`src/rtl/rst_seq_pkg.sv`:
```
// rst_seq_pkg: shared state encoding, default parameters and widths for the reset sequencer.
package rst_seq_pkg;
    localparam logic [1:0] HOLD    = 2'd0;
    localparam logic [1:0] RELEASE = 2'd1;
    localparam logic [1:0] RUN     = 2'd2;
    localparam int DEF_N_STAGES    = 3;
    localparam int DEF_HOLD_CYCLES = 4;
    localparam int DEF_GAP_CYCLES  = 2;
    localparam int DEF_CNT_W       = 8;
    localparam int DEF_WDOG_CYCLES = 64;
    localparam int RCNT_W          = 8;
endpackage

```
`src/rtl/rst_seq_cnt.sv`:
```
// rst_seq_cnt: free-running up-counter with synchronous clear and terminal-count compare.
module rst_seq_cnt #(
    parameter int W = 8
) (
    input  logic         clk,
    input  logic         rst,
    input  logic         clr,
    input  logic [W-1:0] tc_val,
    output logic         tc
);
    logic [W-1:0] cnt_q, cnt_d;
    always_comb cnt_d = clr ? '0 : cnt_q + W'(1);
    always_ff @(posedge clk) begin
        if (rst) cnt_q <= '0;
        else cnt_q <= cnt_d;
    end
    assign tc = cnt_q == tc_val;
endmodule

```
`src/rtl/rst_seq_ctrl.sv`:
```
// rst_seq_ctrl: staged reset sequencer with soft-reset handshake.
// Optional watchdog restart enabled by defining RST_SEQ_WDOG_EN.
module rst_seq_ctrl
    import rst_seq_pkg::*;
#(
    parameter int N_STAGES    = DEF_N_STAGES,
    parameter int HOLD_CYCLES = DEF_HOLD_CYCLES,
    parameter int GAP_CYCLES  = DEF_GAP_CYCLES,
    parameter int CNT_W       = DEF_CNT_W,
    parameter int WDOG_CYCLES = DEF_WDOG_CYCLES
) (
    input  logic                clk,
    input  logic                rst,
    input  logic                soft_rst_req,
    output logic                soft_rst_ack,
    output logic [N_STAGES-1:0] stage_rst_o,
    output logic                all_released,
    output logic [RCNT_W-1:0]   rst_count,
    input  logic                wdog_kick,
    output logic                wdog_fired
);
    localparam int IW = N_STAGES > 1 ? $clog2(N_STAGES) : 1;
    logic [1:0] state_q, state_d;
    logic [IW-1:0] idx_q, idx_d;
    logic [N_STAGES-1:0] stage_q, stage_d;
    logic [RCNT_W-1:0] rcnt_q, rcnt_d;
    logic all_q, all_d, ack_q, ack_d, fired_q, fired_d;
    logic tc, last, step, restart, wdog_to;
    assign last    = idx_q == IW'(N_STAGES - 1);
    assign step    = state_q != RUN && tc;
    assign restart = soft_rst_req || wdog_to;
    // One counter times both the initial hold and each inter-stage gap; it reloads on every stage change.
    rst_seq_cnt #(.W(CNT_W)) u_hold (
        .clk    (clk),
        .rst    (rst),
        .clr    (restart || step || state_q == RUN),
        .tc_val (state_q == HOLD ? CNT_W'(HOLD_CYCLES - 1) : CNT_W'(GAP_CYCLES - 1)),
        .tc     (tc)
    );
`ifdef RST_SEQ_WDOG_EN
    localparam int WW = $clog2(WDOG_CYCLES) + 1;
    logic wtc;
    rst_seq_cnt #(.W(WW)) u_wdog (
        .clk    (clk),
        .rst    (rst),
        .clr    (state_q != RUN || wdog_kick || restart),
        .tc_val (WW'(WDOG_CYCLES - 1)),
        .tc     (wtc)
    );
    assign wdog_to = state_q == RUN && !wdog_kick && wtc;
`else
    localparam int unused_wdog_cycles = WDOG_CYCLES;
    logic unused_kick;
    assign unused_kick = wdog_kick;
    assign wdog_to = 1'b0;
`endif
    always_ff @(posedge clk) begin
        if (rst) state_q <= HOLD;
        else state_q <= state_d;
    end
    always_comb state_d = restart ? HOLD : step ? (last ? RUN : RELEASE) : state_q;
    always_comb begin
        stage_d = restart ? '1 : step ? stage_q & ~(N_STAGES'(1) << idx_q) : stage_q;
        idx_d   = restart ? '0 : (step && !last) ? idx_q + IW'(1) : idx_q;
        all_d   = !restart && (all_q || (step && last));
        ack_d   = soft_rst_req;
        rcnt_d  = (restart && rcnt_q != '1) ? rcnt_q + RCNT_W'(1) : rcnt_q;
        fired_d = fired_q || wdog_to;
    end
    always_ff @(posedge clk) begin
        if (rst) begin
            idx_q   <= '0;
            stage_q <= '1;
            all_q   <= 1'b0;
            ack_q   <= 1'b0;
            rcnt_q  <= '0;
            fired_q <= 1'b0;
        end else begin
            idx_q   <= idx_d;
            stage_q <= stage_d;
            all_q   <= all_d;
            ack_q   <= ack_d;
            rcnt_q  <= rcnt_d;
            fired_q <= fired_d;
        end
    end
    assign stage_rst_o  = stage_q;
    assign all_released = all_q;
    assign soft_rst_ack = ack_q;
    assign rst_count    = rcnt_q;
    assign wdog_fired   = fired_q;
endmodule

```
`config.mk`:
```
export PLATFORM = sky130hd
export DESIGN_NAME = rst_seq_ctrl
export DESIGN_NICKNAME = d
export VERILOG_FILES = /design/src/rtl/rst_seq_pkg.sv /design/src/rtl/rst_seq_cnt.sv /design/src/rtl/rst_seq_ctrl.sv
export SDC_FILE = /design/constraint.sdc
export NUM_CORES = 1
export LEC_CHECK = 0
export ABC_AREA = 1
export CAP_MARGIN = 10
export CORE_MARGIN = 2
export CORE_UTILIZATION = 50
export DETAILED_ROUTE_END_ITERATION = 12
export DONT_BUFFER_PORTS = 1
export GPL_ROUTABILITY_DRIVEN = 0
export GPL_TIMING_DRIVEN = 0
export SYNTH_ARGS = -nofsm -noshare
export SYNTH_HDL_FRONTEND = slang
export SYNTH_HIERARCHICAL = 1
export SYNTH_SLANG_ARGS = --single-unit
export TNS_END_PERCENT = 1
```
`constraint.sdc`:
```
create_clock -name clk -period 1.55 [get_ports clk]
set_input_delay 0.155 -clock clk [delete_from_list [all_inputs] [get_ports clk]]
set_output_delay 0.155 -clock clk [all_outputs]
set_load 0.05 [all_outputs]
```
-- After elaboration in Yosys (flattened, before gate mapping)
Cells that the tools add are included.
- register bits after elaboration: 25
- output and inout port bits: 14
- $add $sub $neg: 3
- eq/ne operators: 5
- shift-type cells: 1
- mux-type cells: 2
- bitwise operators: 2
- reduce and logical (&&, ||, !) cells: 13
- operators by type and width (kind ; number):
    adder 8 x 1 -> 8 bit (second input constant) ; 2
    equality test 8 x 2 -> 1 bit ; 1
    != test 8 bit (second input constant) ; 1
    logical AND 1 bit ; 5
    equality test 2 bit (second input constant) ; 2
    two-way mux 2 bit ; 2
    OR reduction 2 bit ; 2
    bitwise AND 3 bit ; 1
    logical OR 1 bit ; 3
    inverter 3 bit ; 1
    << shifter 1 x 2 -> 3 bit (first input constant) ; 1
    adder 2 x 1 -> 2 bit (second input constant) ; 1
    logical NOT 1 bit ; 2
    logical NOT 2 bit ; 1
    != test 2 bit (second input constant) ; 1

-- Longest topological paths before layout
Gate-level depths: netlist of the first run.
- depth after elaboration: 7
- depth in mapped cells: 13

-- Modules after synthesis
The synthesis of the first run kept the hierarchy.
- modules (own cells, without submodules) (module ; instances ; cells each ; area each (µm²) ; sequential area each (µm²)):
    rst_seq_ctrl ; 1 ; 125 ; 855.8 ; 340.3
    rst_seq_cnt ; 1 ; 88 ; 503.0 ; 160.2

-- Worst setup path after synthesis of the first run
No wires, ideal clock.
- path kind: reg-to-reg
- start point: register rcnt_q[0], in the netlist rst_count[0]
- end point: register rcnt_q[3], in the netlist rst_count[3]
- library setup time: 0.117 ns
- arrival time: 1.467 ns
- data required time: 1.433 ns
- setup slack: -0.034 ns
- cell stages (with the launch flop): 7
- buffers on the path: 0
- cells stage by stage: dfxtp_1 ha_1 nand2_2 nor2_2 nand2_4 a21oi_1 nor2_1
- longest elaborated chain between the ends: 2
- ends and longest elaborated chain (element ; line ; source):
    start: declaration ; rst_seq_ctrl.sv:26 ; logic [RCNT_W-1:0] rcnt_q, rcnt_d;
    start signal: assignment ; rst_seq_ctrl.sv:83 ; rcnt_q <= rcnt_d;
    branches (longest 2 deep; another with adder 8 x 1 -> 8 bit) ; - ;
Parallel ways; which one is timed is not known.
A chain may end at the register's enable or synchronous reset.

-- Final worst setup path of the first run
- start point: register rcnt_q[4], in the netlist rst_count[4]
- end point: register rcnt_q[6], in the netlist rst_count[6]
Same word-level chain as after synthesis.

==> impl_metrics.ini, run 1 <==
[timing]
max_freq_mhz = 706
period_share_pct = 91.4
fin_crit_ps = 1420
tns_ps = 0
finalClockSkew_ps = 2.24
setup_viol = 0
relSlewSlack_pct = 63.7
hold_viol = 0
worst_pin_slew_ps = 544
setup_slack_ps = 133
slew_viol_final = 0
rsz0062_at_grt = true

[clock_network]
clk_latency_ps = 300
cts_root_buf = clkbuf_4
clockBufferDepth = 2
tritoncts = done
cts_sinks = 25
cts_made_buffers = 3
htreeDepth = 1
cts.clk_slew.worst_paths_ps = 130

[synth]
synthesis.area_um2 = 1360
syn_avg_cell_area_um2 = 6.38
synth.top_cells.by_area = dfxtp_1 37%, nand2_1 17%, inv_1 9.1%
synth_cell_types = 22
ys_ff_latch = 25
ys_warn_count = 6
synth_cells = 213
synth_top_area_cell = dfxtp_1
ys_seq_area_share_pct = 36.8
yosysTopAreaCellShare_pct = 36.8

[grt]
track_usage_pct = 16.5
antenna_found_initial = 0
grt_pass1_vias = 1111
grt_max_degree = 15
grt_pass1_wl_um = 4320
grt_overflow = 0

[route]
top_layer_used = met4
wl_met2_um = 1030
num_vias = 1198
drtIter0Drc = 37
route.met3.wl_um = 129
wirelength_met1_um = 1080
avgRoutedWirePerCell_um = 8.67
drtAntennaViolNets = 0
drc_errors = 0
via_per_inst = 4.59
dr.pass1.iters = 4
drt_wl_total_um = 2260

[setup_path]
worst-setup-path-type = register to register
worst_ep_required_time_ps = 1800
crit_arrival_ps = 1660
start_kind = register
regToRegStartpoint = rst_count[4]
crit_start = rst_count[4]
critPathCaptureType = register
worst-path-max-fanout = 5

[die]
ios = 18
fp.dieH_um = 56.1
die_w_um = 56.1
rows = 18
start_util_pct = 53.9
core_um2 = 2520
dieArea_um2 = 3150

[min_path]
hp-class = primary input to register
worstHoldStart = rst

[cells_and_area]
synthToLayoutAreaGrowth_pct = 12.2
nets = 241
final_cell_mix = 63 x nand2_1, 32 x inv_1, 29 x nor2_1
final_util_pct = 60.5
fin_area_um2 = 1530
layout-drive-gt1-share_pct = 16.9
final_common_cell = nand2_1
antennaDiodeCount = 0

[pwr]
total_power_mw = 1.05
ir_drop_mv = 0.643
p_leak_nw = 0.714
cellPowerDensity_nw_per_um2 = 686

[placement]
place_hpwl_um = 1810
pre_cts_slack_ps = 24.3
portBuffers = 0
place_area_um2 = 1450

[outcome]
status = finished clean

[run]
maxCapViolations = 0
-- final cells by class --
cell class / instances / area, um^2
buffer: 2 / 15.0
clock buffer: 3 / 22.5
clock inverter: 1 / 5.00
fill: 265 / 997
inverter: 41 / 159
multi-input combinational: 158 / 761
sequential: 25 / 515
tap: 30 / 37.5
timing repair buffer: 1 / 10.0
-- sequential cells by signal (all words and copies together), names as in the netlist --
| signal | flops |
|---|---|
| all_released | 1 |
| idx_q | 2 |
| u_hold/cnt_q | 8 |
| state_q | 2 |
| stage_rst_o | 3 |
| soft_rst_ack | 1 |
| rst_count | 8 |
-- repair_timing --
action,in CTS,in global routing
hold buffers,1,0
hold endpoints to repair,6,0
resized for setup,1,15
endpoints found under the setup margin,1,23
pin swaps,0,2
setup buffers,0,0
-- logic make-up (layout without fill, tap and decap cells) --
family	Yosys count	after routing	synth area share (%)
flops	25	25	36.8
simple gates	125	125	40.1
buf+inv	43	48	12.8
compound gates	13	13	5.16
other cells	2	15	0.553
fa+ha+maj	5	5	4.60
-- critical path: stages, from the launching register on --
cell	delay [ps]
dfxtp_1	690
nand2_2	150
nor2_4	180
nand3_1	120
nand2_1	80
nand2_1	60
nor2_1	90
-- Yosys cell counts --
| library cell | instances |
|---|---|
| a21o_1 | 1 |
| nor2_1 | 32 |
| nand4_1 | 1 |
| buf_4 | 2 |
| inv_2 | 5 |
| o211ai_1 | 1 |
| ha_1 | 5 |
| clkinv_1 | 2 |
| a21oi_1 | 9 |
| nand2_1 | 63 |
| o21ai_0 | 2 |
| dfxtp_1 | 25 |
| nor3_1 | 2 |
| conb_1 | 2 |
| nand2_4 | 1 |
| nand3_2 | 1 |
| nor2_2 | 5 |
| nand2_2 | 5 |
| clkinv_4 | 1 |
| nor2_4 | 2 |
| inv_1 | 33 |
| nand3_1 | 13 |
-- stage by stage --
step           instances  hold slack, ps
2_1_floorplan        226             226
3_3_place_gp         256             230
3_5_place_dp         256             231
4_1_cts              261            14.1
5_1_grt              261            18.8
6_report             261            24.5
-- routing by layer --
metal	track usage, %	up-vias
li1	-	655
met1	21.2	516
met2	28.2	25
met3	3.02	2
met4	4.42	0
met5	0	-
-- power breakdown --
group	switching [mW]	internal, mW
clock network	0.185	0.0962
logic	0.0503	0.0293
registers	0.0332	0.652
-- final timing paths --
path,endpoint,slack [ps],cells past startpoint
max,rst_count[6],130,6
min,rst_count[1],20,3
max reg2reg,rst_count[6],130,6
min reg2reg,state_q[0],490,2
Note: power is estimated with default switching activity, not from simulation.
==> run 2, diff against run 1 <==
Settings changed: CTS_CLUSTER_SIZE set to 14.
==> results of run 2 <==
Same layout as run 1: the final DEF is identical, and so are final timing and power.
